File: config.mk
export PLATFORM = sky130hd
export DESIGN_NAME = disp_digit_sel
export DESIGN_NICKNAME = d
export VERILOG_FILES = /design/src/rtl/disp_digit_sel.sv
export SDC_FILE = /design/constraint.sdc
export NUM_CORES = 1
export LEC_CHECK = 0
export ABC_AREA = 1
export CORE_MARGIN = 4
export CORE_UTILIZATION = 36
export CTS_CLUSTER_SIZE = 20
export DETAILED_ROUTE_END_ITERATION = 8
export GPL_ROUTABILITY_DRIVEN = 0
export GPL_TIMING_DRIVEN = 0
export HOLD_SLACK_MARGIN = 0.15
export PLACE_DENSITY_LB_ADDON = 0.2
export SLEW_MARGIN = 20
export SYNTH_ARGS = -nofsm -noshare
export SYNTH_HDL_FRONTEND = slang
export SYNTH_SLANG_ARGS = --single-unit
File: constraint.sdc
create_clock -name clk -period 3.1 [get_ports clk]
set_input_delay 0.62 -clock clk [delete_from_list [all_inputs] [get_ports clk]]
set_output_delay 0.62 -clock clk [all_outputs]
set_load 0.01 [all_outputs]
File: src/rtl/disp_digit_sel.sv
// Registered display-source selector: live digits, set-mode digits with
// a blinking edit position, pause freeze and a timed lap snapshot.
module disp_digit_sel #(
  parameter int NDIG       = 4,
  parameter int DW         = 4,
  parameter int BLINK_HALF = 25_000_000,
  parameter int LAP_HOLD   = 100_000_000,
  parameter logic [DW-1:0] BLANK = DW'(4'hF),
  localparam int EW = (NDIG > 1) ? $clog2(NDIG) : 1
) (
  input  logic               clk,
  input  logic               rst,
  input  logic [NDIG*DW-1:0] run_digits,
  input  logic [NDIG*DW-1:0] init_digits,
  input  logic               set,
  input  logic               pause,
  input  logic               lap,
  input  logic [EW-1:0]      edit_pos,
  output logic [NDIG*DW-1:0] out_digits,
  output logic [1:0]         state,
  output logic               blink_on
);

  localparam int BW = $clog2(BLINK_HALF + 1);
  localparam int LW = $clog2(LAP_HOLD + 1);
  localparam logic [BW-1:0] B_LAST = BW'(BLINK_HALF - 1);
  localparam logic [LW-1:0] L_LAST = LW'(LAP_HOLD - 1);

  typedef enum logic [1:0] {
    S_LIVE   = 2'b00,
    S_SET    = 2'b01,
    S_FROZEN = 2'b10,
    S_LAP    = 2'b11
  } state_t;

  state_t               st_q, st_d;
  logic [NDIG*DW-1:0]   out_d;
  logic [NDIG*DW-1:0]   blank_word;
  logic [BW-1:0]        blink_cnt, blink_cnt_d;
  logic                 blink_d;
  logic [LW-1:0]        lap_cnt, lap_cnt_d;

  assign state = st_q;

  // init_digits with the edited position replaced by the dark code
  always_comb begin
    blank_word = init_digits;
    for (int i = 0; i < NDIG; i++) begin
      if (edit_pos == EW'(i))
        blank_word[i*DW +: DW] = BLANK;
    end
  end

  always_comb begin
    st_d        = st_q;
    out_d       = out_digits;
    blink_cnt_d = blink_cnt;
    blink_d     = blink_on;
    lap_cnt_d   = lap_cnt;

    if (set) begin
      st_d      = S_SET;
      lap_cnt_d = '0;
      if (st_q != S_SET) begin
        blink_cnt_d = '0;
        blink_d     = 1'b1;
      end else if (blink_cnt == B_LAST) begin
        blink_cnt_d = '0;
        blink_d     = ~blink_on;
      end else begin
        blink_cnt_d = blink_cnt + BW'(1);
      end
      out_d = blink_d ? init_digits : blank_word;
    end else begin
      blink_cnt_d = '0;
      blink_d     = 1'b1;
      case (st_q)
        S_SET: begin
          if (pause) begin
            st_d = S_FROZEN;
          end else begin
            st_d  = S_LIVE;
            out_d = run_digits;
          end
        end
        S_FROZEN: begin
          if (!pause) begin
            st_d  = S_LIVE;
            out_d = run_digits;
          end
        end
        S_LAP: begin
          if (pause) begin
            st_d      = S_FROZEN;
            lap_cnt_d = '0;
          end else if (lap) begin
            out_d     = run_digits;
            lap_cnt_d = '0;
          end else if (lap_cnt == L_LAST) begin
            st_d      = S_LIVE;
            out_d     = run_digits;
            lap_cnt_d = '0;
          end else begin
            lap_cnt_d = lap_cnt + LW'(1);
          end
        end
        default: begin
          if (pause) begin
            st_d = S_FROZEN;
          end else if (lap) begin
            st_d      = S_LAP;
            out_d     = run_digits;
            lap_cnt_d = '0;
          end else begin
            out_d = run_digits;
          end
        end
      endcase
    end
  end

  always_ff @(posedge clk or posedge rst) begin
    if (rst) begin
      st_q       <= S_LIVE;
      out_digits <= '0;
      blink_cnt  <= '0;
      blink_on   <= 1'b1;
      lap_cnt    <= '0;
    end else begin
      st_q       <= st_d;
      out_digits <= out_d;
      blink_cnt  <= blink_cnt_d;
      blink_on   <= blink_d;
      lap_cnt    <= lap_cnt_d;
    end
  end

endmodule

* Yosys cells after proc, flatten, opt, wreduce, memory -nomap -nowiden *
Index checks and enable logic that the tools add are counted.

storage, ports and cells
  word-level logic and storage cells = 65
  output and inout port bits = 19
  bits of input ports = 39
  register bits = 71

operators by class
  bitwise logic cells = 1
  equal/unequal tests = 16
  muxes and demuxes = 34
  reduce and logical (&&, ||, !) cells = 7
  add/sub/neg operators = 2

operators by type and width
  operator                                                          number
  27-bit two-way mux                                                6
  16-bit two-way mux                                                7
  25-bit two-way mux                                                3
  27-bit case mux with 2 select lines                               1
  27-bit by 1-bit adder with 27-bit output (second input constant)  1
  27-bit == test (second input constant)                            1
  25-bit by 1-bit adder with 25-bit output (second input constant)  1
  25-bit == test (second input constant)                            1
  2-bit two-way mux                                                 8
  4-bit two-way mux                                                 4
  4-bit != test (second input constant)                             3
  2-bit == test (second input constant)                             4
  2-bit case mux with 3 select lines                                1
  6-bit nonzero test                                                1
  2-bit by 1-bit == test with 1-bit output (second input constant)  2
  1-bit two-way mux                                                 4
  2-bit by 1-bit != test with 1-bit output (second input constant)  2
  4-bit AND reduction                                               1
  3-bit by 2-bit != test with 1-bit output (second input constant)  1
  3-bit != test (second input constant)                             1
  3-bit AND reduction                                               1
  3-bit nonzero test                                                1
  2-bit logical NOT                                                 1
  2-bit != test (second input constant)                             1
  other kinds (3)                                                   3

* Depth between registers and ports, before layout *
Gate-level depths: netlist of the first run.

  depth after elaboration = 6
  gate-level depth with buffers = 12
  mapped depth without buffers = 11

* Worst setup path before layout of the first run *
No wires, ideal clock.

  kind = register -> register
  start point = reg st_q[0] (netlist: state[0])
  end point = reg lap_cnt[11]
  slack = 1.440 ns
  path buffers = 1
  cell stages (with the launch flop) = 10
  data arrival time = 1.589 ns
  setup time = 0.071 ns
  period minus slack after synthesis = 1.660 ns
  data required time = 3.029 ns
  path through = dfrtp_1 inv_1 ha_1 inv_1 nand2_1 nand2_2 buf_2 nand4_1 xor2_1 nor2_1

between the ends
  longest elaborated chain between the ends = 4
  elaborated cells on any way between the ends = 10
  those cells by class = 5 x eq/ne; 2 x mux; 3 x reduce/logical

RTL lines
  what                                                                                             line  text
  start, declared                                                                                  36    state_t st_q, st_d;
  start signal, assigned                                                                           130   st_q <= st_d;
  2-bit == test or 2-bit by 1-bit == test with 1-bit output (tied branches)                        77    case (st_q)
  2-bit OR reduction (no source line)                                                              n/a
  27-bit case mux with 2 select lines or 2-bit by 1-bit != test with 1-bit output (tied branches)  n/a
  27-bit two-way mux or 3-bit AND reduction (tied branches)                                        n/a
  end signal, assigned                                                                             134   lap_cnt <= lap_cnt_d;
  end, declared                                                                                    41    logic [LW-1:0] lap_cnt, lap_cnt_d;

Parallel ways exist; a longest one is shown, timed or not.
A chain may end at the register's enable or synchronous reset.

* Final worst setup path of the first run *
  start point = in set
  end point = reg out_digits[6]

between the ends
  longest elaborated chain between the ends = 2
  elaborated cells on any way between the ends = 4
  those cells by class = 2 x eq/ne; 1 x mux; 1 x reduce/logical

RTL lines
  what                                                             line  text
  start, declared                                                  15    input logic set,
  4-bit != test (no source line) or 2-bit != test (tied branches)  n/a
  2-bit AND reduction (no source line)                             n/a
  end signal, assigned                                             131   out_digits <= out_d;
  end, declared                                                    19    output logic [NDIG*DW-1:0] out_digits,

Parallel ways exist; a longest one is shown, timed or not.

==> results of run 1 <==
flip-flops by register name (all words and copies together), names as in the netlist:
signal,cells
blink_cnt,25
blink_on,1
lap_cnt,27
state,2
out_digits,16
placed cells by master, fill, tap and decap left out, drive strengths merged, types with 5 or more instances in the layout:
master           n
nand2          171
dfrtp           70
buf             11
nor2           156
clkdlybuf4s50   57
nand4           22
ha               6
clkbuf          15
nor3            15
xor2            14
inv             58
o21ai           16
a21oi           12
nand3           34
clkinv           5
final cells by class:
| type | count | area [µm²] |
|---|---|---|
| multi-input cells | 458 | 2160 |
| clock inverters | 5 | 50.0 |
| clock buffers | 10 | 229 |
| plain buffers | 15 | 93.8 |
| inverters | 59 | 224 |
| well taps | 143 | 179 |
| repair buffers | 58 | 598 |
| fillers | 1191 | 6200 |
| flip-flops and latches | 71 | 1780 |
cell usage after synthesis (all sizes together):
master / count
nand3: 34
ha: 6
a211oi: 1
nand3b: 1
a21oi: 12
or2: 1
nand2: 171
buf: 10
a22o: 1
clkinv: 1
nor3: 15
o21ai: 16
o21a: 1
xor2: 14
dfrtp: 70
dfstp: 1
nor2: 156
nor3b: 3
a22oi: 1
xnor2: 3
inv: 58
nand4: 22
clkbuf: 5
worst register-to-register path, delay by kind of cell, from the launching register on:
family | cells | cell delay [ns]
and+or+nand+nor | 2 | 0.27
adders and majority gates | 1 | 0.15
AOI/OAI and AO/OA | 2 | 0.24
buffers and inverters | 5 | 0.84
DFF | 1 | 0.42
worst paths after layout:
kind	startpoint	to	slack (ns)
min in group asynchronous	rst	state[1]	0.58
setup reg to reg	state[1]	blink_cnt[9]	1.10
setup / recovery	set	out_digits[6]	1.03
hold reg to reg	blink_cnt[0]	blink_cnt[0]	0.47
max in group asynchronous	rst	blink_on	1.92
hold / removal	blink_cnt[0]	blink_cnt[0]	0.47
per-layer routing:
metal / global-route usage (%) / vias up / wire length (µm)
met2: 24.9 / 96 / 4550
met4: 5.05 / 0 / 126
li1: - / 2024 / -
met1: 21.7 / 1827 / 4830
met3: 4.72 / 10 / 638
met5: 0 / - / 0
kinds of logic after synthesis:
| family | after synthesis | share of synthesized area, % |
|---|---|---|
| and+or+nand+nor | 403 | 41.5 |
| adders and majority gates | 6 | 1.76 |
| xor gates and xnor gates | 17 | 3.50 |
| buffers and inverters | 74 | 7.41 |
| DFF | 71 | 41.8 |
| AOI/OAI and AO/OA | 32 | 4.03 |
power groups by stage:
| stage | sequential [mW] | combinational [mW] | clock [mW] |
|---|---|---|---|
| after floorplan | 1.04 | 0.273 | 0 |
| after global placement | 1.03 | 0.519 | 0 |
| after detailed placement | 1.02 | 0.527 | 0 |
| after CTS | 1.01 | 0.529 | 1.01 |
| after global routing | 1.02 | 0.582 | 1.05 |
| final | 1.01 | 0.518 | 0.982 |
per-stage QoR:
stage	util [%]	instance area (µm²)	total power [mW]
final	46.2	5320	2.51
after global routing	46.2	5320	2.65
after detailed placement	43.7	5040	1.55
after floorplan	-	4260	1.31
after CTS	46.2	5320	2.55
after global placement	43.5	5010	1.54
==> impl_results.md, run 1 <==
* Initial antenna violation count at 0
* Slowest stage cell, crit path: clkdlybuf4s50_1
* Cell family with most CP delay: buffers and inverters
* Synth area leaders: dfrtp_1 (41%), nand2_1 (14%), nor2_1 (12%)
* Core Area at 11500 µm²
* Total routed wirelength at 10100 µm
* Critical path depth in cells at 7
* Worst-Skew Late Latency at 0.33 ns
* Root buf cell: clkbuf_16
* Clock transition at path regs at 0.05 ns
* Type of the most critical hold path: flop to flop
* DRC viols at 0
* # diodes at 0
* Netlist cell types at 34
* Post-synth top area share at 41.2%
* Post-cts repair resize count at 0
* CP Max Fanout at 10
* Internal at 1.81 mW
* Iter 0 DRT Violations at 205
* Fraction of final layout cells sized beyond drive strength 1 at 9.76%
* Hold Slack at 0.469 ns
* Setup violations, final at 0
* Hold Path Stages at 1
* MaxCap Viol Count at 0
* IO Port Bufs at 57
* Largest net degree at the start of global routing at 57
* Share of the yosys chip area belonging to registers at 41.8%
* Mapped Area at 4260 µm²
* Vias per cell at 4.83
* Final Max Slew Viols at 0
* Post-Syn Nets at 648
* Yosys reg bits at 71
* Clock buffer depth at 2
* R2r worst-path depth at 10
* Post-CTS setup buffer count at 0
* Routed Antenna Nets at 0
* Sequential share of power at 40.2%
* Slew HR at 67.3%
* Crit. End Element: flop
* Crit path time final at 2.07 ns
* Final setup TNS at 0 ns
* PwrDens at 472 nW/µm²
* Synth area leader: dfrtp_1
* CP Data Arrival Time at 2.33 ns
* Post-Route Skew at 0.00783 ns
* Peak supply drop at 0.331 mV
* Initial Utilization at 37.0%
* CP cell instances: clkdlybuf4s50_1, clkbuf_1, clkbuf_1, nor2_1, nor2_2, nand2_1, nand2_1
* Die Ht at 117 µm
* Top-level I/O count at 58
* NetSw at 0.704 mW
* # hold bufs at CTS at 0
* Max Clock Freq at 484 MHz
* Die width at 117 µm
* Status: finished, final reports clean
* First-pass GRT wire length at 17500 µm
* Avg Inst Size Synth at 7.06 µm²
* Critical path data required time at 3.37 ns
* Syn-to-layout area delta at 24.9%
* YS warnings at 0
* Grt ovf at 0
* # clock sinks at 71
* Critical path buffer and inverter count at 3
* GRT Total Usage at 16.0%
* Die ar. at 13600 µm²
* Placed insts at 804
* Switching Share at 28.0%
* Final Cycle Share at 66.7%
* Wirelength per Cell at 12.4 µm
* Clk pwr share at 39.1%
* Detail Placement HPWL at 7680 µm
* Fin cells at 819
* Vias in the first global route at 3854
* Post-Syn Instances at 603
* CP startpoint kind: primary input
* Share of power burned in combinational logic at 20.6%
* CTS tree: yes
* Htree depth at 3
* Site row count at 39
* Unrepaired setup endpoints after global routing: false
* CP peak stage delay at 0.57 ns
* Drt pass-1 iters at 4
* Lkg Pwr at 2.37 nW
* Num CTS Buffers at 9
* DR vias at 3957
* Kind of critical path: primary input to flop
* Fin worst setup slack at 1.03 ns
* Place WS at 0.650 ns
* Least-Margin Pin Slew at 0.491 ns
* Nets@finish at 717
* Hold Vio Cnt, Final at 0
(Power assumes the default switching activity.)
==> run 2: changes to the inputs <==
==> constraint.sdc (replaced) <==
create_clock -name clk -period 2.1 [get_ports clk]
set_input_delay 0.42 -clock clk [delete_from_list [all_inputs] [get_ports clk]]
set_output_delay 0.42 -clock clk [all_outputs]
set_load 0.01 [all_outputs]
==> run 2 against run 1 <==
- worst setup slack worse by 0.87 ns
- clock power up 56%
- global-route usage down 0.26 points
- core utilization up 0.29 points
- highest routed layer unchanged
==> impl_results.md, run 2 (synthesis gave the netlist of run 1 again) <==
* DRC viols at 0
* DR vias at 3972
* CP startpoint kind: flop
* Kind of critical path: flop to flop
* Wirelength per Cell at 12.4 µm
* # hold bufs at CTS at 0
* Detail Placement HPWL at 7710 µm
* Largest regs: lap_cnt x27, blink_cnt x25, out_digits x16
* Type of the most critical hold path: primary input to asynchronous set/reset pin
* GR Util met3 at 4.25%
* Nets@finish at 717
* Iter 0 DRT Violations at 113
* Peak supply drop at 0.429 mV
* M1 GR Usage at 21.3%
* Lkg Pwr at 2.37 nW
* Flop2flop setup slack at 0.16 ns
* Least-Margin Pin Slew at 0.495 ns
* CP Data Arrival Time at 2.15 ns
* CP most frequent cell: nand2_1
* # diodes at 0
* First-pass GRT wire length at 17400 µm
* Syn-to-layout area delta at 25.7%
* MaxCap Viol Count at 0
* Root buf cell: clkbuf_16
* Crit. End Element: flop
* CP cell instances: ha_1, nand3_1, inv_1, nand2_1, nor2_1, nand2_1, nand2_1, inv_1, buf_2, o21ai_0, a21oi_1
* Grt ovf at 0
* Post-Route Skew at 0.00694 ns
* R2r worst-path depth at 11
* Routed Antenna Nets at 0
* PwrDens at 710 nW/µm²
* Vias per cell at 4.84
* Top-level I/O count at 58
* Most common cell after layout, fill and taps aside: nand2_1
* Status: finished, final reports clean
* IO Port Bufs at 57
* Slew HR at 67.0%
* Fin cells at 820
* Num CTS Buffers at 9
* Htree depth at 3
* Die ar. at 13600 µm²
* Reg-to-reg startpoint: blink_cnt[0]
* Largest register FFs at 27
* Setup violations, final at 0
* Core Area at 11500 µm²
* Top Usage Layer GRT: met2
* Vias in the first global route at 3855
* Worst-Skew Late Latency at 0.33 ns
* Fraction of final layout cells sized beyond drive strength 1 at 10.5%
* Largest net degree at the start of global routing at 32
* Initial Utilization at 37.0%
* Grt met2 use at 24.2%
* CP peak stage delay at 0.38 ns
* Total power draw at 3.80 mW
* Die width at 117 µm
* Max Clock Freq at 515 MHz
* Crit path time final at 1.94 ns
* Most flops, register: lap_cnt
* Post-layout util at 46.4%
* Hold Vio Cnt, Final at 0
* Final Max Slew Viols at 0
* Clock buffer depth at 2
* Final Cycle Share at 92.4%
* Slowest stage cell, crit path: dfrtp_1
* Drt pass-1 iters at 5
* # clock sinks at 71
* Initial antenna violation count at 0
* Most frequent cells in the layout: nand2_1 (163), nor2_1 (136), dfrtp_1 (70)
* Critical path data required time at 2.31 ns
* CP Max Fanout at 10
* Die Ht at 117 µm
* Total routed wirelength at 10200 µm
* Reg-to-reg endpoint: blink_cnt[9]
* Unrepaired setup endpoints after global routing: false
* Clock transition at path regs at 0.06 ns
* CTS tree: yes
* GRT Total Usage at 15.8%
* Placed insts at 805
* Site row count at 39
[run 2: cell types whose count changed in the layout (fill, tap and decap cells not counted)]
cell	delta
inv_4	-1
clkbuf_1	-3
clkinv_2	-1
buf_12	+2
ha_2	+1
clkinvlp_4	+3
ha_1	-1
clkbuf_8	+1
buf_16	-1
clkbuf_2	+1
[run 2: worst max-delay path, delay by kind of cell (launching register included)]
kind	cells	cell delay, ns
buffers and inverters	3	0.40
adder cells (fa/ha/maj)	1	0.20
AND/OR/NAND/NOR	5	0.70
flip-flops	1	0.38
AO/OA/AOI/OAI	2	0.14
[run 2: worst max-delay path by stage]
stage            startpoint            end  slack (ns)  depth (start not counted)
2_1_floorplan      state[0]    lap_cnt[11]        0.44                          9
3_3_place_gp            set  out_digits[6]       -0.18                          7
3_5_place_dp            set  out_digits[3]       -0.18                          7
4_1_cts            state[1]   blink_cnt[9]        0.08                         10
5_1_grt            state[0]    lap_cnt[24]       0.004                         10
6_report       blink_cnt[0]   blink_cnt[9]        0.16                         11
[run 2: report_power, final]
group | internal, mW | total (mW) | switching (mW)
logic | 0.331 | 0.767 | 0.436
clock network | 0.945 | 1.53 | 0.587
registers | 1.44 | 1.50 | 0.0585
total | 2.71 | 3.80 | 1.08
[run 2: layout make-up]
cell class	instances	area (µm²)
clock buffers	10	239
well taps	143	179
plain buffers	14	91.3
flip-flops and latches	71	1780
inverters	59	225
repair buffers	59	611
multi-input cells	458	2170
clock inverters	6	60.1
fillers	1170	6170
[run 2: stage by stage]
stage	cell area [µm²]	TNS (ns)	setup slack (ns)	hold WS (ns)
after CTS	5350	0	0.0849	0.454
after detailed placement	5050	-1.62	-0.177	0.465
final	5350	0	0.159	0.440
after global routing	5350	0	0.00446	0.484
after global placement	5010	-3.59	-0.180	0.450
after floorplan	4260	0	0.440	0.433
[run 2: repair_timing]
item                                    4_1_cts  5_1_grt
endpoints found under the setup margin        0       18
gates resized for setup                       0        3
buffers inserted                              0        0
hold endpoints to repair                      0        0
[run 2: layer usage]
metal / vias to the layer above / share of wire [%] / wire [µm]
met5: - / 0 / 0
met2: 102 / 45 / 4530
met1: 1822 / 48 / 4840
met4: 0 / 1.6 / 162
li1: 2035 / - / -
met3: 13 / 6.3 / 636
==> run 3: changes to the inputs <==
--- a/config.mk
+++ b/config.mk
@@ -14,7 +14,6 @@
 export GPL_TIMING_DRIVEN = 0
 export HOLD_SLACK_MARGIN = 0.15
 export PLACE_DENSITY_LB_ADDON = 0.2
-export SLEW_MARGIN = 20
 export SYNTH_ARGS = -nofsm -noshare
 export SYNTH_HDL_FRONTEND = slang
 export SYNTH_SLANG_ARGS = --single-unit
==> results of run 3 <==
The final DEF is identical to that of run 2; final timing and power are the same.
